### config.mk
export PLATFORM = sky130hd
export DESIGN_NAME = vic_sound
export DESIGN_NICKNAME = d
export VERILOG_FILES = /design/src/rtl/vic_sound_pkg.sv /design/src/rtl/vic_sound_voice.sv /design/src/rtl/vic_sound.sv
export SDC_FILE = /design/constraint.sdc
export NUM_CORES = 1
export LEC_CHECK = 0
export BUFFER_PORTS_ARGS = -buffer_cell sky130_fd_sc_hd__buf_2
export CORE_ASPECT_RATIO = 0.9
export CORE_UTILIZATION = 25
export DETAILED_ROUTE_END_ITERATION = 6
export HOLD_SLACK_MARGIN = 0.02
export SLEW_MARGIN = 15
export SYNTH_ARGS = -nofsm -noshare
export SYNTH_HDL_FRONTEND = slang
export SYNTH_HIERARCHICAL = 1
export SYNTH_SLANG_ARGS = --single-unit
### constraint.sdc
create_clock -name clk -period 5.8 [get_ports clk]
set_input_delay 0.29 -clock clk [delete_from_list [all_inputs] [get_ports clk]]
set_output_delay 0.29 -clock clk [all_outputs]
set_load 0.05 [all_outputs]
### src/rtl/vic_sound_pkg.sv
// Shared constants for the VIC sound block: register offsets, LFSR shape and
// voice counter width.
package vic_sound_pkg;

  localparam logic [3:0] REG_BASS  = 4'hA;
  localparam logic [3:0] REG_ALTO  = 4'hB;
  localparam logic [3:0] REG_SOP   = 4'hC;
  localparam logic [3:0] REG_NOISE = 4'hD;
  localparam logic [3:0] REG_VOL   = 4'hE;

  localparam int unsigned LFSR_W      = 15;
  localparam int unsigned LFSR_TAP_HI = 14;
  localparam int unsigned LFSR_TAP_LO = 13;

  localparam int unsigned CNT_W = 7;

  // Voice slots: 0 bass, 1 alto, 2 soprano, 3 noise.
  localparam logic [3:0] NOISE_MASK = 4'b1000;

  function automatic logic [LFSR_W-1:0] lfsr_next(input logic [LFSR_W-1:0] s);
    return {s[LFSR_W-2:0], s[LFSR_TAP_HI] ^ s[LFSR_TAP_LO]};
  endfunction

endpackage

### src/rtl/vic_sound_voice.sv
// One VIC voice: 7-bit up-counter reloaded from X, output bit toggled (or set
// from the noise source) on every reload.
module vic_sound_voice
  import vic_sound_pkg::*;
(
  input  logic       clk_i,
  input  logic       rst_i,
  input  logic       strobe_i,
  input  logic [7:0] ctrl_i,
  input  logic       noise_mode_i,
  input  logic       noise_bit_i,
  output logic       q_o,
  output logic       reload_o
);

  logic             en;
  logic [CNT_W-1:0] x;
  logic [CNT_W-1:0] cnt_q, cnt_d;
  logic             q_q, q_d;

  assign en = ctrl_i[7];
  assign x  = ctrl_i[CNT_W-1:0];

  assign reload_o = strobe_i & en & (&cnt_q);

  always_comb begin
    cnt_d = cnt_q;
    q_d   = q_q;
    if (strobe_i) begin
      if (!en) begin
        cnt_d = x;
        q_d   = 1'b0;
      end else if (&cnt_q) begin
        cnt_d = x;
        q_d   = noise_mode_i ? noise_bit_i : ~q_q;
      end else begin
        cnt_d = cnt_q + 1'b1;
      end
    end
  end

  always_ff @(posedge clk_i or posedge rst_i) begin
    if (rst_i) begin
      cnt_q <= '0;
      q_q   <= 1'b0;
    end else begin
      cnt_q <= cnt_d;
      q_q   <= q_d;
    end
  end

  assign q_o = q_q;

endmodule

### src/rtl/vic_sound.sv
// VIC 6560 sound section: register file at $900A-$900E, tick prescaler,
// three tone voices, one noise voice and a volume-scaled mixer.
module vic_sound
  import vic_sound_pkg::*;
#(
  parameter int unsigned       PRESCALE_SHIFT = 0,
  parameter logic [LFSR_W-1:0] LFSR_SEED      = 15'h7FFF
) (
  input  logic       clk,
  input  logic       reset,
  input  logic       clken,
  input  logic       cs,
  input  logic       we,
  input  logic [3:0] addr,
  input  logic [7:0] din,
  output logic [7:0] dout,
  output logic [3:0] audio,
  output logic [3:0] voice_dbg
);

  localparam int unsigned DivW = 5 + PRESCALE_SHIFT;

  logic [4:0][7:0]    reg_q, reg_d;
  logic [DivW-1:0]    div_q, div_d;
  logic [LFSR_W-1:0]  lfsr_q, lfsr_d, lfsr_nxt;
  logic [3:0]         audio_q, audio_d;
  logic [3:0]         dbg_q;
  logic [3:0]         strobe, q, reload;
  logic               hi_ok, noise_bit, lfsr_step;
  logic [2:0]         n_high;
  logic [5:0]         mix;

  always_comb begin
    reg_d = reg_q;
    if (cs && we) begin
      case (addr)
        REG_BASS:  reg_d[0] = din;
        REG_ALTO:  reg_d[1] = din;
        REG_SOP:   reg_d[2] = din;
        REG_NOISE: reg_d[3] = din;
        REG_VOL:   reg_d[4] = din;
        default:   ;
      endcase
    end
  end

  always_comb begin
    dout = 8'h00;
    case (addr)
      REG_BASS:  dout = reg_q[0];
      REG_ALTO:  dout = reg_q[1];
      REG_SOP:   dout = reg_q[2];
      REG_NOISE: dout = reg_q[3];
      REG_VOL:   dout = reg_q[4];
      default:   ;
    endcase
  end

  // Extra prescale bits sit above the 5-bit voice divider.
  if (PRESCALE_SHIFT > 0) begin : g_hi
    assign hi_ok = &div_q[DivW-1:5];
  end else begin : g_nohi
    assign hi_ok = 1'b1;
  end

  assign div_d     = clken ? div_q + 1'b1 : div_q;
  assign strobe[0] = clken & hi_ok & (&div_q[3:0]);
  assign strobe[1] = clken & hi_ok & (&div_q[2:0]);
  assign strobe[2] = clken & hi_ok & (&div_q[1:0]);
  assign strobe[3] = clken & hi_ok & (&div_q[4:0]);

  assign lfsr_nxt  = lfsr_next(lfsr_q);
  assign noise_bit = lfsr_nxt[0];
  assign lfsr_step = |(reload & NOISE_MASK);
  assign lfsr_d    = lfsr_step ? lfsr_nxt : lfsr_q;

  for (genvar v = 0; v < 4; v++) begin : g_voice
    vic_sound_voice u_voice (
      .clk_i       (clk),
      .rst_i       (reset),
      .strobe_i    (strobe[v]),
      .ctrl_i      (reg_q[v]),
      .noise_mode_i(v == 3),
      .noise_bit_i (noise_bit),
      .q_o         (q[v]),
      .reload_o    (reload[v])
    );
  end

  always_comb begin
    n_high  = 3'(q[0]) + 3'(q[1]) + 3'(q[2]) + 3'(q[3]);
    mix     = 6'(n_high) * 6'(reg_q[4][3:0]);
    audio_d = 4'(mix >> 2);
  end

  always_ff @(posedge clk or posedge reset) begin
    if (reset) begin
      reg_q   <= '0;
      div_q   <= '0;
      lfsr_q  <= LFSR_SEED;
      audio_q <= '0;
      dbg_q   <= '0;
    end else begin
      reg_q   <= reg_d;
      div_q   <= div_d;
      lfsr_q  <= lfsr_d;
      audio_q <= audio_d;
      dbg_q   <= q;
    end
  end

  assign audio     = audio_q;
  assign voice_dbg = dbg_q;

endmodule
==> results of run 1 <==
how the worst min path moves through the flow:
| stage | slack [ps] | end | start |
|---|---|---|---|
| final | 240 | div_q[0]$_DFFE_PP0P_ | clken |
| after global routing | 250 | div_q[0]$_DFFE_PP0P_ | clken |
| after CTS | 230 | div_q[0]$_DFFE_PP0P_ | clken |
| after detailed placement | 250 | div_q[0]$_DFFE_PP0P_ | reset |
| after global placement | 250 | div_q[2]$_DFFE_PP0P_ | reset |
| after floorplan | 110 | g_voice[0].u_voice/cnt_q[0]$_DFFE_PP0P_ | reset |
cell type report:
class / count / area share [%]
repair buffers: 34 / 2.97
flip-flops and latches: 100 / 42.2
well taps: 280 / 5.86
clock buffers: 14 / 4.41
multi-input cells: 325 / 42.4
clock inverters: 1 / 0.126
inverters: 33 / 2.07
what timing repair did:
item,CTS,global route
hold buffers,1,0
endpoints found under the setup margin,0,0
hold endpoints to repair,36,0
layer usage:
layer  part of all wire (%)  vias up  wire length, um
li1                       -     1723                -
met3                    5.1        9              613
met4                    1.1        0              127
met1                     52     1775             6280
met5                      0        -                0
met2                     41       67             4950
state kept, by name, summed over array words and instances, names as in the netlist:
register	count
reg_q	40
g_voice.u_voice/cnt_q	28
lfsr_q	15
div_q	5
audio	4
g_voice.u_voice/q_o	4
voice_dbg	4
through the flow:
step	instances	hold slack [ps]	utilization, %
finish	787	242	29.5
global route	787	248	29.5
CTS	787	234	29.5
detailed placement	771	251	28.1
global placement	771	254	28.1
floorplan	476	106	-
power groups by stage:
stage / Combinational, uW / Clock [uW] / Sequential (uW)
2_1_floorplan: 534 / 0 / 1120
3_3_place_gp: 720 / 0 / 1110
3_5_place_dp: 734 / 0 / 1110
4_1_cts: 738 / 583 / 1100
5_1_grt: 825 / 609 / 1130
6_report: 732 / 563 / 1100
cell usage in the layout, fill, tap and decap left out, drive strengths merged, types with 5 or more instances in the layout:
master and n:
nand4b 5, buf 33, conb 8, and3 10
inv 33, a22o 8, mux2 64, a31oi 8
a21oi 10, nand3 28, clkbuf 14, dfstp 15
mux2i 17, ha 13, o21ai 20, nand2 43
nor2 29, nand2b 5, a221o 6, dfrtp 85
and2 5, a21o 5
==> run_results.csv, run 1 <==
group,metric,value,unit
status,outcome,"finished, final reports clean",
cells_and_area,n_antenna_cell,0,
pwr,leakage,0.00263,uW
grt,overflow,0,
clocking,cts_made_buffers,9,
timing,rsz0062_at_grt,"no",
setup_path,endpoint_kind,"flop",
place,dp_hpwl,8.74,mm
clocking,clockBufferDepth,2,
clocking,htreeDepth,3,
pwr,combPwrFrac,30.6,%
floorplan,initial_core_util,25.9,%
setup_path,critPathBufInv,1,
setup_path,crit_path_start,"g_voice[0].u_voice/q_o$_DFFE_PP0P_",
timing,finalSetupViolations,0,
cells_and_area,area_growth,14.0,%
floorplan,dieWidth,155,um
pwr,p_total,2390,uW
place,io_buffers,32,
setup_path,cp-start-kind,"flop",
logic_synthesis,synth_area_per_cell,11.2,sq um
grt,grt_usage,11.6,%
clocking,cts.clk_slew.worst_paths,70,ps
clocking,cts-resized-gates,0,
setup_path,cp.arrival,3230,ps
logic_synthesis,syn_inst,470,
place,dpl-instance-area,5700,sq um
setup_path,crit_fanout,5,
place,globalplace.congestion,0.815,
grt,grt_start_max_net_pins,65,
timing,setup_ws,2830,ps
cells_and_area,register_area,2520,sq um
logic_synthesis,syn_area,5250,sq um
clocking,cts.sinks,100,
cells_and_area,drive_gt1_share,28.2,%
drt,drt-initial-drc-count,232,
hold_path,whs_path_depth,2,
hold_path,hp-class,"in2reg",
timing,slew_viol_final,0,
grt,antenna_found_initial,0,
setup_path,cp_num_cells,10,
pwr,pwr-share-clk,23.5,%
cells_and_area,final_net_count,537,
setup_path,worstPathCellList,"fa_1, ha_1, ha_1, nand2_1, fa_1, inv_1, ha_1, a21o_1, a21oi_1, xnor2_1",
grt,grtUsageMet2,16.0,%
floorplan,pin_count,33,
timing,fmax,337,MHz
timing,min_period,2970,ps
grt,grt.met1_usage,17.6,%
setup_path,regToRegStartpoint,"g_voice[0].u_voice/q_o$_DFFE_PP0P_",
clocking,cts_root_buffer,"clkbuf_16",
clocking,post_cts_buffers,0,
pwr,power.share.sequential,45.9,%
timing,setup-tns-final,0,ps
drt,remaining_drc_errors,0,
floorplan,die_h,139,um
grt,gr-max-usage-layer,"met1",
pwr,powerDensity,400,nW/um^2
timing,max_slew_margin,35.8,%
setup_path,required,6070,ps
floorplan,num_rows,49,
clocking,cts_tree,"done",
setup_path,cp_common_cell,"ha_1",
drt,drtAntennaViolNets,0,
floorplan,die_area,21600,sq um
setup_path,crit_family,"adder cells",
timing,period_share,51.2,%
grt,use_met3,3.15,%
setup_path,reg2reg_depth,10,
timing,max_slew.worst_pin.slew,959,ps
floorplan,fp.coreArea,20300,sq um
setup_path,r2r-end,"audio[3]$_DFF_PP0_",
drt,vias_per_cell,4.54,
drt,vias,3574,
timing,skew,9.31,ps
setup_path,slowest_stage,"fa_1",
clocking,clk_latency,340,ps
place,pre_cts_ws,2850,ps
grt,grt_pass1_vias,3387,
drt,wl_per_cell,15.2,um
setup_path,path_class,"reg2reg",
pwr,switching_share,36.6,%
logic_synthesis,yosysWarnings,6,
grt,grt_first_pass_wirelength,19.2,mm
pwr,vdd_ir_drop_max,0.161,mV
setup_path,r2r_slack,2830,ps
cells_and_area,fin_area,5980,sq um
setup_path,slowest_delay,570,ps
job,cap_violations,0,
pwr,power.internal,1520,uW
timing,hold_violations,0,
drt,firstDrtPassIters,4,
setup_path,cp-endpoint,"audio[3]$_DFF_PP0_",
drt,wl,12.0,mm
pwr,p_sw,876,uW
cells_and_area,nFillCells,2081,
cells_and_area,multi_input_area,2540,sq um
(Power assumes the default switching activity.)
==> inputs of run 2 (changes only) <==
clock period = 2.9 ns   (was 5.8 ns; I/O delays follow)
==> run 2 against run 1 <==
  * Global-route usage rose by 0.26 points
  * Non-clock buffer count rose by 8
  * Flip-flop and latch count did not move
  * Die area did not move
  * Core utilization rose by 0.47 points
  * Clock skew rose by 1.3 ps
  * Register-to-register slack got worse by 2700 ps
  * Sequential power rose by 98%
  * Worst setup slack got worse by 2700 ps
  * Critical path depth did not move
  * Maximum frequency rose by 7.7%
  * Sequential share of layout area fell by 0.66 points
  * Critical path type unchanged
  * Largest power group unchanged
==> run_results.csv, run 2 (synthesis results as in run 1) <==
group,metric,value,unit
setup_path,required,3170,ps
clocking,cts.clk_slew.worst_paths,70,ps
timing,period_share,95.0,%
pwr,powerDensity,814,nW/um^2
drt,drtAntennaViolNets,0,
grt,grt_start_max_net_pins,32,
setup_path,cp.arrival,3030,ps
grt,grt_first_pass_wirelength,19.7,mm
place,dpl-instance-area,5760,sq um
clocking,clockBufferDepth,2,
setup_path,crit_path_start,"g_voice[1].u_voice/q_o$_DFFE_PP0P_",
grt,grt_pass1_vias,3473,
timing,hold_violations,0,
drt,vias_per_cell,4.55,
setup_path,path_class,"reg2reg",
cells_and_area,fin_cells,796,
cells_and_area,fin_area,6080,sq um
job,cap_violations,0,
pwr,leakage,0.00268,uW
pwr,vdd_ir_drop_max,0.321,mV
drt,wl,12.1,mm
hold_path,hp-start,"clken",
setup_path,cp-start-kind,"flop",
grt,antenna_found_initial,0,
timing,hold_ws,109,ps
pwr,p_total,4940,uW
cells_and_area,largest_reg_flops,40,
clocking,cts_root_buffer,"clkbuf_16",
cells_and_area,final_common_cell,"dfrtp_1",
timing,max_slew.worst_pin.slew,679,ps
place,dp_hpwl,8.93,mm
drt,remaining_drc_errors,0,
floorplan,pin_count,33,
cells_and_area,drive_gt1_share,30.8,%
clocking,cts_tree,"done",
drt,firstDrtPassIters,4,
cells_and_area,largest-register,"reg_q",
timing,min_period,2760,ps
grt,grt_usage,11.9,%
setup_path,regToRegStartpoint,"g_voice[1].u_voice/q_o$_DFFE_PP0P_",
clocking,cts_made_buffers,9,
clocking,htreeDepth,3,
timing,fmax,363,MHz
grt,overflow,0,
cells_and_area,n_antenna_cell,0,
clocking,post_cts_buffers,0,
timing,skew,10.6,ps
drt,vias,3618,
clocking,cts.sinks,100,
clocking,clk_latency,350,ps
setup_path,crit_fanout,3,
timing,finalSetupViolations,0,
place,globalplace.congestion,0.806,
floorplan,die_h,139,um
drt,wl_per_cell,15.2,um
setup_path,endpoint_kind,"flop",
floorplan,die_area,21600,sq um
status,outcome,"finished, final reports clean",
cells_and_area,final_net_count,545,
floorplan,num_rows,49,
timing,slew_viol_final,0,
cells_and_area,mostFrequentLayoutCells,"85 x dfrtp_1, 63 x mux2_2, 42 x nand2_1, 32 x inv_1, 32 x buf_2",
timing,max_slew_margin,54.7,%
timing,setup-tns-final,0,ps
floorplan,dieWidth,155,um
cells_and_area,top_regs,"reg_q (40), g_voice.u_voice/cnt_q (28), lfsr_q (15)",
drt,drt-initial-drc-count,246,
hold_path,hp-class,"in2reg",
floorplan,fp.coreArea,20300,sq um
timing,rsz0062_at_grt,"no",
place,io_buffers,32,
cells_and_area,area_growth,15.8,%
place,placedCellCount,779,
floorplan,initial_core_util,25.9,%
-- run 2: area by class of cell --
cell class	instances	area, sq um
Fill cell	2090	14200
Multi-Input combinational cell	325	2560
Sequential cell	100	2520
Tap cell	280	350
Clock buffer	10	239
Timing Repair Buffer	42	238
Inverter	33	124
Clock inverter	6	46.3
-- run 2: report_power, final --
| group | switching [uW] | internal (uW) | total (uW) |
|---|---|---|---|
| logic | 888 | 700 | 1590 |
| clock network | 559 | 616 | 1170 |
| registers | 395 | 1790 | 2180 |
-- run 2: per-layer routing --
layer,routed length [um],track usage [%],up-vias
met3,780,3.30,7
met5,0,0,-
met4,90,2.61,0
met1,6090,17.6,1778
met2,5170,17.0,87
li1,-,-,1746
-- run 2: repair_timing --
action,4_1_cts,5_1_grt
hold endpoints to repair,61,0
setup endpoints to repair,0,3
gates resized for setup,0,4
hold buffers,1,0
-- run 2: worst max-delay path, stage by stage, from the launching register on --
cell and delay, ps:
dfrtp_1 400, fa_1 480, ha_2 200, ha_4 270, nand2_1 70, fa_1 510, inv_1 50, ha_1 280
a21o_1 170, a21oi_2 140, xnor2_1 120
-- run 2: worst paths after layout --
path                                                 endpoint  slack [ps]  cells past startpoint
setup / recovery                           audio[3]$_DFF_PP0_         140                     10
hold / removal                           div_q[0]$_DFFE_PP0P_         110                      2
setup reg to reg                           audio[3]$_DFF_PP0_         140                     10
hold reg to reg                          div_q[3]$_DFFE_PP0P_         490                      1
max in group asynchronous               lfsr_q[2]$_DFFE_PP1P_        1580                      4
min in group asynchronous  g_voice[0].u_voice/q_o$_DFFE_PP0P_         370                      3
-- run 2: per-stage QoR --
stage | util, % | setup WS [ps]
floorplan | - | 89.2
global placement | 28.4 | 90.2
detailed placement | 28.4 | 59.4
CTS | 29.8 | 40.1
global route | 29.9 | 15.2
finish | 29.9 | 144
